`config.mk`:
```
export PLATFORM = sky130hd
export DESIGN_NAME = debuffer
export DESIGN_NICKNAME = d
export VERILOG_FILES = /design/src/rtl/buffer_pkg.sv /design/src/rtl/nib_table.sv /design/src/rtl/debuffer.sv
export SDC_FILE = /design/constraint.sdc
export NUM_CORES = 1
export LEC_CHECK = 0
export ABC_AREA = 1
export CAP_MARGIN = 30
export CORE_MARGIN = 2
export CORE_UTILIZATION = 65
export DETAILED_ROUTE_END_ITERATION = 7
export HOLD_SLACK_MARGIN = 0.1
export PLACE_DENSITY = 0.85
export SLEW_MARGIN = 20
export SYNTH_ARGS = -nofsm -noshare
export SYNTH_HDL_FRONTEND = slang
export SYNTH_SLANG_ARGS = --single-unit
```
`constraint.sdc`:
```
create_clock -name clk -period 3.8 [get_ports clk]
set_clock_uncertainty 0.15 [all_clocks]
set_input_delay 0.57 -clock clk [delete_from_list [all_inputs] [get_ports clk]]
set_output_delay 0.57 -clock clk [all_outputs]
set_load 0.01 [all_outputs]
```
`src/rtl/buffer_pkg.sv`:
```
// Shared constants, state encoding and byte-field helpers for the nibble-pair buffer link.
package buffer_pkg;

  localparam int FRAME_BYTES = 16;
  localparam int BYTE_BITS   = 8;
  localparam int CNT_W       = 7;
  localparam int NIB_W       = 4;
  localparam int DATA_LSB    = 0;
  localparam int ADDR_LSB    = 4;
  localparam int TABLE_DEPTH = 1 << NIB_W;

  localparam logic [CNT_W-1:0] LAST_BIT = CNT_W'(FRAME_BYTES * BYTE_BITS - 1);
  localparam logic [2:0]       BYTE_END = 3'(BYTE_BITS - 1);

  typedef enum logic [1:0] {
    IDLE = 2'd0,
    RECV = 2'd1,
    DONE = 2'd2
  } state_t;

  function automatic logic [NIB_W-1:0] get_addr(input logic [BYTE_BITS-1:0] b);
    return b[ADDR_LSB +: NIB_W];
  endfunction

  function automatic logic [NIB_W-1:0] get_data(input logic [BYTE_BITS-1:0] b);
    return b[DATA_LSB +: NIB_W];
  endfunction

endpackage

```
`src/rtl/nib_table.sv`:
```
// 16x4 register file with per-entry valid bitmap, bulk bitmap clear and a
// registered read port that returns pre-write contents on a same-edge collision.
module nib_table
  import buffer_pkg::*;
(
  input  logic             clk,
  input  logic             rst_n,
  input  logic             i_clr,
  input  logic             i_wr_en,
  input  logic [NIB_W-1:0] i_wr_addr,
  input  logic [NIB_W-1:0] i_wr_data,
  input  logic [NIB_W-1:0] i_rd_addr,
  output logic [NIB_W-1:0] o_rd_data,
  output logic             o_rd_hit
);

  logic [NIB_W-1:0]       r_mem [TABLE_DEPTH];
  logic [TABLE_DEPTH-1:0] r_valid;

  // NOTE: the table is small and downstream logic reads it straight after reset,
  // so the storage array is reset along with the control state.
  always_ff @(posedge clk or negedge rst_n) begin
    if (!rst_n) begin
      for (int i = 0; i < TABLE_DEPTH; i++) r_mem[i] <= '0;
      r_valid   <= '0;
      o_rd_data <= '0;
      o_rd_hit  <= 1'b0;
    end else begin
      o_rd_data <= r_mem[i_rd_addr];
      o_rd_hit  <= r_valid[i_rd_addr];
      if (i_clr) r_valid <= '0;
      // A write on the clear edge still marks its entry valid.
      if (i_wr_en) begin
        r_mem[i_wr_addr]   <= i_wr_data;
        r_valid[i_wr_addr] <= 1'b1;
      end
    end
  end

endmodule

```
`src/rtl/debuffer.sv`:
```
// Serial receiver: reassembles 16 LSB-first {addr, data} bytes per frame, pulses
// each completed byte and stores it in an address-indexed nibble table.
module debuffer
  import buffer_pkg::*;
(
  input  logic             clk,
  input  logic             rst_n,
  input  logic             ena_in,
  input  logic             data_in,
  input  logic [NIB_W-1:0] rd_addr,
  output logic [NIB_W-1:0] addr_out,
  output logic [NIB_W-1:0] data_out,
  output logic             byte_valid,
  output logic             frame_done,
  output logic             frame_err,
  output logic [NIB_W-1:0] rd_data,
  output logic             rd_hit
);

  state_t                 r_state;
  state_t                 w_next_state;
  logic [CNT_W-1:0]       r_bit_cnt;
  logic [BYTE_BITS-1:0]   r_shreg;
  logic [BYTE_BITS-1:0]   w_byte;
  logic                   w_start;
  logic                   w_sample;
  logic                   w_byte_done;
  logic                   w_last;
  logic                   w_abort;

  assign w_byte = {data_in, r_shreg[BYTE_BITS-1:1]};

  // NOTE: every signal gets a default before the case so no path leaves one
  // unassigned, which would otherwise infer a latch.
  always_comb begin
    w_next_state = r_state;
    w_start      = 1'b0;
    w_sample     = 1'b0;
    w_byte_done  = 1'b0;
    w_last       = 1'b0;
    w_abort      = 1'b0;
    case (r_state)
      IDLE: begin
        if (ena_in) begin
          w_start      = 1'b1;
          w_sample     = 1'b1;
          w_next_state = RECV;
        end
      end
      RECV: begin
        if (!ena_in) begin
          w_abort      = 1'b1;
          w_next_state = IDLE;
        end else begin
          w_sample    = 1'b1;
          w_byte_done = (r_bit_cnt[2:0] == BYTE_END);
          if (r_bit_cnt == LAST_BIT) begin
            w_last       = 1'b1;
            w_next_state = DONE;
          end
        end
      end
      DONE: begin
        // The transmitter keeps clocking bits out after the frame; wait for its enable to drop.
        if (!ena_in) w_next_state = IDLE;
      end
      default: w_next_state = IDLE;
    endcase
  end

  // NOTE: sequential state uses non-blocking assignments so every register
  // sees pre-edge values of the others regardless of statement order.
  always_ff @(posedge clk or negedge rst_n) begin
    if (!rst_n) r_state <= IDLE;
    else        r_state <= w_next_state;
  end

  always_ff @(posedge clk or negedge rst_n) begin
    if (!rst_n) begin
      r_bit_cnt  <= '0;
      r_shreg    <= '0;
      addr_out   <= '0;
      data_out   <= '0;
      byte_valid <= 1'b0;
      frame_done <= 1'b0;
      frame_err  <= 1'b0;
    end else begin
      byte_valid <= w_byte_done;
      frame_done <= w_last;
      frame_err  <= w_abort;
      if (w_sample) r_shreg <= w_byte;
      if (w_start)       r_bit_cnt <= CNT_W'(1);
      else if (w_sample) r_bit_cnt <= r_bit_cnt + CNT_W'(1);
      if (w_byte_done) begin
        addr_out <= get_addr(w_byte);
        data_out <= get_data(w_byte);
      end
    end
  end

  // Table write trails byte_valid by one edge, using the registered nibbles.
  nib_table u_table (
    .clk       (clk),
    .rst_n     (rst_n),
    .i_clr     (w_start),
    .i_wr_en   (byte_valid),
    .i_wr_addr (addr_out),
    .i_wr_data (data_out),
    .i_rd_addr (rd_addr),
    .o_rd_data (rd_data),
    .o_rd_hit  (rd_hit)
  );

endmodule

```
==> flow_summary_export.csv, run 1 <==
group,metric,value,unit
setup_path,crit_family,"buffers and inverters",
detailed_routing,dr.pass1.iters,5,
setup_path,end_kind,"output port",
floorplan,initial_core_util,66.41,%
setup_path,start_kind,"flop",
cells_and_area,stdcell_count,761,
sta,post-route-period-util,61.55,%
power_and_ir_drop,static-leakage-power,2.720,nW
clocking,insertion_delay,0.39,ns
grt,grt_antenna_before_repair,0,
placed_design,hpwl,8397,um
clocking,tritoncts,"done",
synthesis,synth_area,0.005105,sq mm
cells_and_area,fin_nets,664,
synthesis,yosys-top-cells-area,"dfrtp_1 (55%), nand2_1 (16%), o21ai_0 (7.7%)",
clocking,h-tree-depth,3,
sta,final_hold_viol_count,0,
clocking,cts.sink_count,112,
power_and_ir_drop,p_per_area,413.2,mW/mm^2
synthesis,synth_top_area_share,54.90,%
sta,min_period,2.339,ns
floorplan,ios,24,
detailed_routing,drc,0,
sta,setup_viol,0,
detailed_routing,drtAntennaViolNets,0,
clocking,clockBufferDepth,2,
grt,globalRouteOverflowTotal,0,
power_and_ir_drop,sw_frac_of_total,29.79,%
floorplan,fp-row-count,32,
detailed_routing,drt-initial-drc-count,426,
detailed_routing,drt-total-wl,12240,um
setup_path,cp_num_buf_inv,1,
min_path,holdCritPathClass,"flop to flop",
synthesis,netlist_instances,634,
cells_and_area,post_route_cells_drive_above_1_share,6.373,%
synthesis,yosys.area.top_type,"dfrtp_1",
sta,tns,0,ns
cells_and_area,area_delta_synth_final,10.20,%
clocking,root_buffer,"clkbuf_8",
setup_path,max_stage_delay,0.62,ns
placed_design,gp_congestion,0.9003,
setup_path,worstPathArrival,1.62,ns
floorplan,dieArea,0.008578,sq mm
sta,fmax,427.6,MHz
power_and_ir_drop,peakVddDrop,0.3196,mV
power_and_ir_drop,comb_power_share,13.8,%
grt,grt_max_degree,46,
sta,rsz0062_at_grt,"false",
grt,track_usage,31.09,%
setup_path,crit_start,"data_out[1]",
placed_design,dp_cells,744,
setup_path,r2r_start,"r_state[1]",
synthesis,ys_seq_elements,112,
clocking,numCtsBuffers,9,
detailed_routing,detail_route.wl_per_cell,16.09,um
power_and_ir_drop,clkPwrFrac,29.7,%
cells_and_area,fillers,585,
clocking,post-cts-setup-buffer-count,0,
cells_and_area,num_antenna_cells,0,
sta,worst_slew_pin_slew,0.6384,ns
synthesis,syn_nets,644,
setup_path,critPathKind,"flop to output port",
sta,slew_viol_final,0,
detailed_routing,vias,4275,
flow_run,cap_violations,0,
setup_path,cp_max_fo,8,
setup_path,worstPathRequired,3.08,ns
status,status,"completed",
floorplan,die_w,92.62,um
detailed_routing,avgViaCountPerCell,5.618,
synthesis,synth_seq_area_share,54.90,%
floorplan,die_h,92.62,um
min_path,hold_start,"u_table.r_valid[2]",
grt,grt_pass1_wl,20600,um
setup_path,reg2reg_slack,1.92,ns
placed_design,io_buffers,23,
synthesis,syn_area_per_cell,8.052,sq um
floorplan,core-area,0.007687,sq mm
power_and_ir_drop,power_frac_seq,56.4,%
power_and_ir_drop,switching_power,0.0006925,W
synthesis,synth_cell_types,25,
synthesis,ys_warn_count,0,
power_and_ir_drop,intPower,0.001632,W
grt,grt_pass1_vias,4171,
setup_path,crit_chain,"clkdlybuf4s50_1",
setup_path,slowest_stage,"clkdlybuf4s50_1",
sta,maxSlewHeadroom,57.40,%
clocking,path_clk_slew,0.10,ns
## path summary, 6_finish.rpt
kind | endpoint | depth (start not counted)
min in group asynchronous | u_table.r_mem[19] | 2
setup / recovery | data_out[1] | 1
hold reg to reg | u_table.r_valid[2] | 2
max in group asynchronous | u_table.r_mem[55] | 4
setup reg to reg | addr_out[3] | 7
hold / removal | u_table.r_valid[2] | 2
## metrics by stage
step / util [%] / hold slack [ns] / power [W] / cell area, sq um / worst slack [ns]
6_report: 73.18 / 0.3331 / 0.002325 / 5625 / 1.461
5_1_grt: 73.18 / 0.3556 / 0.002415 / 5625 / 1.443
4_1_cts: 73.18 / 0.3333 / 0.002327 / 5625 / 1.475
3_5_place_dp: 70.56 / 0.3093 / 0.001648 / 5424 / 1.240
3_3_place_gp: 70.30 / 0.3036 / 0.001634 / 5404 / 1.383
2_1_floorplan: - / 0.1244 / 0.001485 / 5105 / 2.175
## cell type report
cell class / count / area, sq um / area share [%]
repair buffers: 30 / 295.3 / 5.249
inverters: 93 / 349.1 / 6.206
well taps: 102 / 127.6 / 2.269
multi-input cells: 408 / 1859 / 33.05
flip-flops and latches: 112 / 2803 / 49.82
clock buffers: 11 / 151.4 / 2.691
clock inverters: 5 / 40.04 / 0.7117
## power groups by stage
stage                     combinational (W)  clock [W]  sequential, W
after floorplan                    0.000164          0        0.00132
after global placement             0.000303          0        0.00133
after detailed placement           0.000316          0        0.00133
after CTS                          0.000320   0.000698        0.00131
after global routing               0.000356   0.000741        0.00132
final                              0.000322   0.000691        0.00131
## cell usage in the layout, fill, tap and decap left out, types with 6 or more instances in the layout
cell type        count
clkdlybuf4s50_1     22
inv_1               89
clkbuf_8            11
nand3_1             74
nor2_1              12
buf_4                6
o21ai_0             79
o21ai_2              6
dfrtp_1            112
nand2_1            211
## sequential cells by signal, indices dropped and copies added, names as in the netlist
register and count:
u_table.o_rd_hit 1, frame_done 1, r_state 2, frame_err 1, u_table.r_valid 16, u_table.r_mem 64
byte_valid 1, addr_out 4, r_shreg 7, data_out 4, r_bit_cnt 7, u_table.o_rd_data 4
## layer usage
metal  share of wire (%)  track usage [%]  vias to the layer above
li1                    -                -                     2023
met4                 3.7            15.32                        0
met5                   0                0                        -
met2                  48            49.88                      162
met1                  42            42.49                     2050
met3                 5.8            3.824                       40
## timing repair
item / 4_1_cts / 5_1_grt
hold buffers: 1 / 0
resized for setup: 0 / 0
hold endpoints to repair: 42 / 0
endpoints found under the setup margin: 0 / 0
## Yosys cell counts
cell type,count
a21oi_1,3
or2_2,3
o21ai_2,6
clkbuf_1,13
nor2_1,12
inv_1,89
nand2_1,211
nor2_4,2
buf_2,6
dfrtp_1,112
xor2_1,2
nor2_2,2
clkinv_1,2
nor3_2,3
o21ai_0,79
buf_4,2
nand3_1,74
nor3_1,1
a22o_1,2
nand4_1,1
ha_1,2
nand2_2,1
a21o_1,2
inv_2,2
o22ai_1,2
## logic make-up after synthesis
family | count (synthesis) | synth area share [%]
adder cells (fa/ha/maj) | 2 | 0.4901
AO/OA/AOI/OAI | 94 | 9.951
buffers and inverters | 114 | 8.677
XOR/XNOR | 2 | 0.3432
AND/OR/NAND/NOR | 310 | 25.64
flip-flops | 112 | 54.90
(Power assumes the default switching activity.)
==> inputs of run 2 (changes only) <==
CORE_UTILIZATION = 54   (was 65)
PLACE_DENSITY = 0.75   (was 0.85)
clock period = 2 ns   (was 3.8 ns; I/O delays follow)
==> run 2 against run 1 <==
Core utilization is 11 points lower. Clock-buffer cell count is 1 lower. First-iteration DRC count is 32% lower. Power is 94% higher. Sequential cell count stayed put. Combinational power is 100% higher. Non-clock buffer count is 8 higher. Clock power is 100% higher. Critical path depth stayed put. Wire length is 1.6% lower. Critical endpoint is now data_out[0]. Largest power group unchanged.
==> flow_summary_export.csv, run 2 (same netlist as run 1, synthesis figures left out) <==
group,metric,value,unit
cells_and_area,registers.top_by_ff_count,"u_table.r_mem",
power_and_ir_drop,peakVddDrop,0.4842,mV
setup_path,critPathKind,"flop to output port",
setup_path,r2r_cells,3,
setup_path,reg2reg_slack,0.26,ns
detailed_routing,drtAntennaViolNets,0,
setup_path,crit_chain,"clkdlybuf4s50_1",
flow_run,cap_violations,0,
power_and_ir_drop,static-leakage-power,2.773,nW
cells_and_area,final_common_cell,"nand2_1",
setup_path,worstPathRequired,1.55,ns
placed_design,io_buffers,23,
grt,grt_pass1_wl,20020,um
min_path,holdCritPathClass,"flop to flop",
clocking,insertion_delay,0.37,ns
clocking,path_clk_slew,0.10,ns
grt,grt_pass1_vias,4052,
floorplan,die_w,101.2,um
floorplan,initial_core_util,55.51,%
detailed_routing,drt-initial-drc-count,288,
setup_path,cp_max_fo,7,
detailed_routing,met3WireLength,668,um
placed_design,hpwl,8534,um
detailed_routing,drc,0,
setup_path,crit_start,"data_out[0]",
cells_and_area,largest_reg_flops,64,
grt,grt_antenna_before_repair,0,
sta,final_hold_viol_count,0,
power_and_ir_drop,p_per_area,784.3,mW/mm^2
grt,track_usage,25.40,%
cells_and_area,fillers,807,
sta,min_period,1.933,ns
detailed_routing,route.met2.wl,5699,um
setup_path,end_kind,"output port",
detailed_routing,wl_met1,5353,um
cells_and_area,post_route_cells_drive_above_1_share,7.496,%
clocking,root_buffer,"clkbuf_8",
floorplan,ios,24,
detailed_routing,detail_route.wl_per_cell,15.49,um
setup_path,cp_num_buf_inv,1,
sta,fmax,517.3,MHz
grt,globalRouteOverflowTotal,0,
cells_and_area,num_antenna_cells,0,
floorplan,fp-row-count,35,
status,status,"completed",
detailed_routing,dr.pass1.iters,5,
sta,worst_slew_pin_slew,0.5905,ns
cells_and_area,area_delta_synth_final,12.57,%
setup_path,slowest_stage,"clkdlybuf4s50_1",
cells_and_area,final_cell_mix,"nand2_1 (211), dfrtp_1 (111), inv_1 (89), o21ai_0 (79), nand3_1 (74)",
detailed_routing,drt-total-wl,12050,um
floorplan,die_h,101.2,um
floorplan,dieArea,0.01025,sq mm
setup_path,worstPathArrival,1.48,ns
sta,rsz0062_at_grt,"false",
setup_path,reg2reg_to,"u_table.r_mem[58]",
clocking,tritoncts,"done",
detailed_routing,highest_layer,"met4",
cells_and_area,fin_nets,672,
detailed_routing,avgViaCountPerCell,5.443,
sta,setup_viol,0,
detailed_routing,vias,4235,
setup_path,r2r_start,"addr_out[2]",
setup_path,start_kind,"flop",
floorplan,core-area,0.009196,sq mm
cells_and_area,register_area,0.002804,sq mm
placed_design,gp_congestion,0.9469,
sta,post-route-period-util,96.65,%
setup_path,crit_end,"data_out[0]",
sta,slew_viol_final,0,
clocking,clockBufferDepth,2,
grt,grt_max_degree,113,
cells_and_area,multiInputGateArea,0.001859,sq mm
sta,maxSlewHeadroom,60.63,%
cells_and_area,top_regs,"u_table.r_mem x64, u_table.r_valid x16",
clocking,numCtsBuffers,9,
clocking,cts.sink_count,112,
setup_path,max_stage_delay,0.59,ns
sta,tns,0,ns
clocking,h-tree-depth,3,
setup_path,crit_family,"buffers and inverters",
power_and_ir_drop,fin_total_pwr,0.004507,W
setup_path,path_depth,1,
-- run 2: changes by cell type in the layout (fill, tap and decap cells not counted), moves of 2 or more --
cell,delta
clkbuf_8,-2
buf_4,+5
buf_12,+3
clkinv_4,-2
-- run 2: final cells by class --
cell class / count / share of cell area, %
clock buffer: 10 / 2.221
clock inverter: 6 / 1.306
inverter: 93 / 6.074
multi-input combinational: 408 / 32.35
sequential: 112 / 48.79
tap: 111 / 2.417
timing repair buffer: 38 / 6.836
-- run 2: worst min path at each step --
stage                             startpoint                 end  slack, ns  depth (start not counted)
after floorplan                        rst_n         addr_out[0]      -0.15                          0
after global routing      u_table.r_valid[5]  u_table.r_valid[5]       0.36                          1
after detailed placement               rst_n    u_table.r_mem[8]       0.28                          2
after CTS                 u_table.r_valid[8]  u_table.r_valid[8]       0.34                          2
final                     u_table.r_valid[8]  u_table.r_valid[8]       0.34                          2
after global placement                 rst_n    u_table.r_mem[8]       0.28                          2
-- run 2: stage by stage --
step                utilization, %  std cells  setup WS [ns]  area (sq um)  hold WS [ns]
detailed placement           60.16        761         0.1552          5533        0.2775
CTS                          62.48        778       0.004062          5746        0.3430
global placement             60.16        761         0.1711          5533        0.2756
global route                 62.49        778       0.005123          5747        0.3613
finish                       62.49        778        0.06692          5747        0.3389
floorplan                        -        634         0.5561          5105       -0.1456
-- run 2: timing repair --
item                                    CTS  global route
hold buffers                              1             0
resized for setup                         0             1
setup buffers                             0             0
hold endpoints to repair                112             0
endpoints found under the setup margin    0             1
-- run 2: metal layers --
layer,vias to the layer above,track usage [%]
met2,158,41.26
met4,0,8.628
met1,2013,34.94
met3,24,4.348
met5,-,0
li1,2040,-
-- run 2: report_power, final --
part | internal (W) | switching (W) | total [W]
clock network | 0.000601 | 0.000790 | 0.00139
registers | 0.00236 | 0.000104 | 0.00246
logic | 0.000237 | 0.000416 | 0.000653
total | 0.00320 | 0.00131 | 0.00451
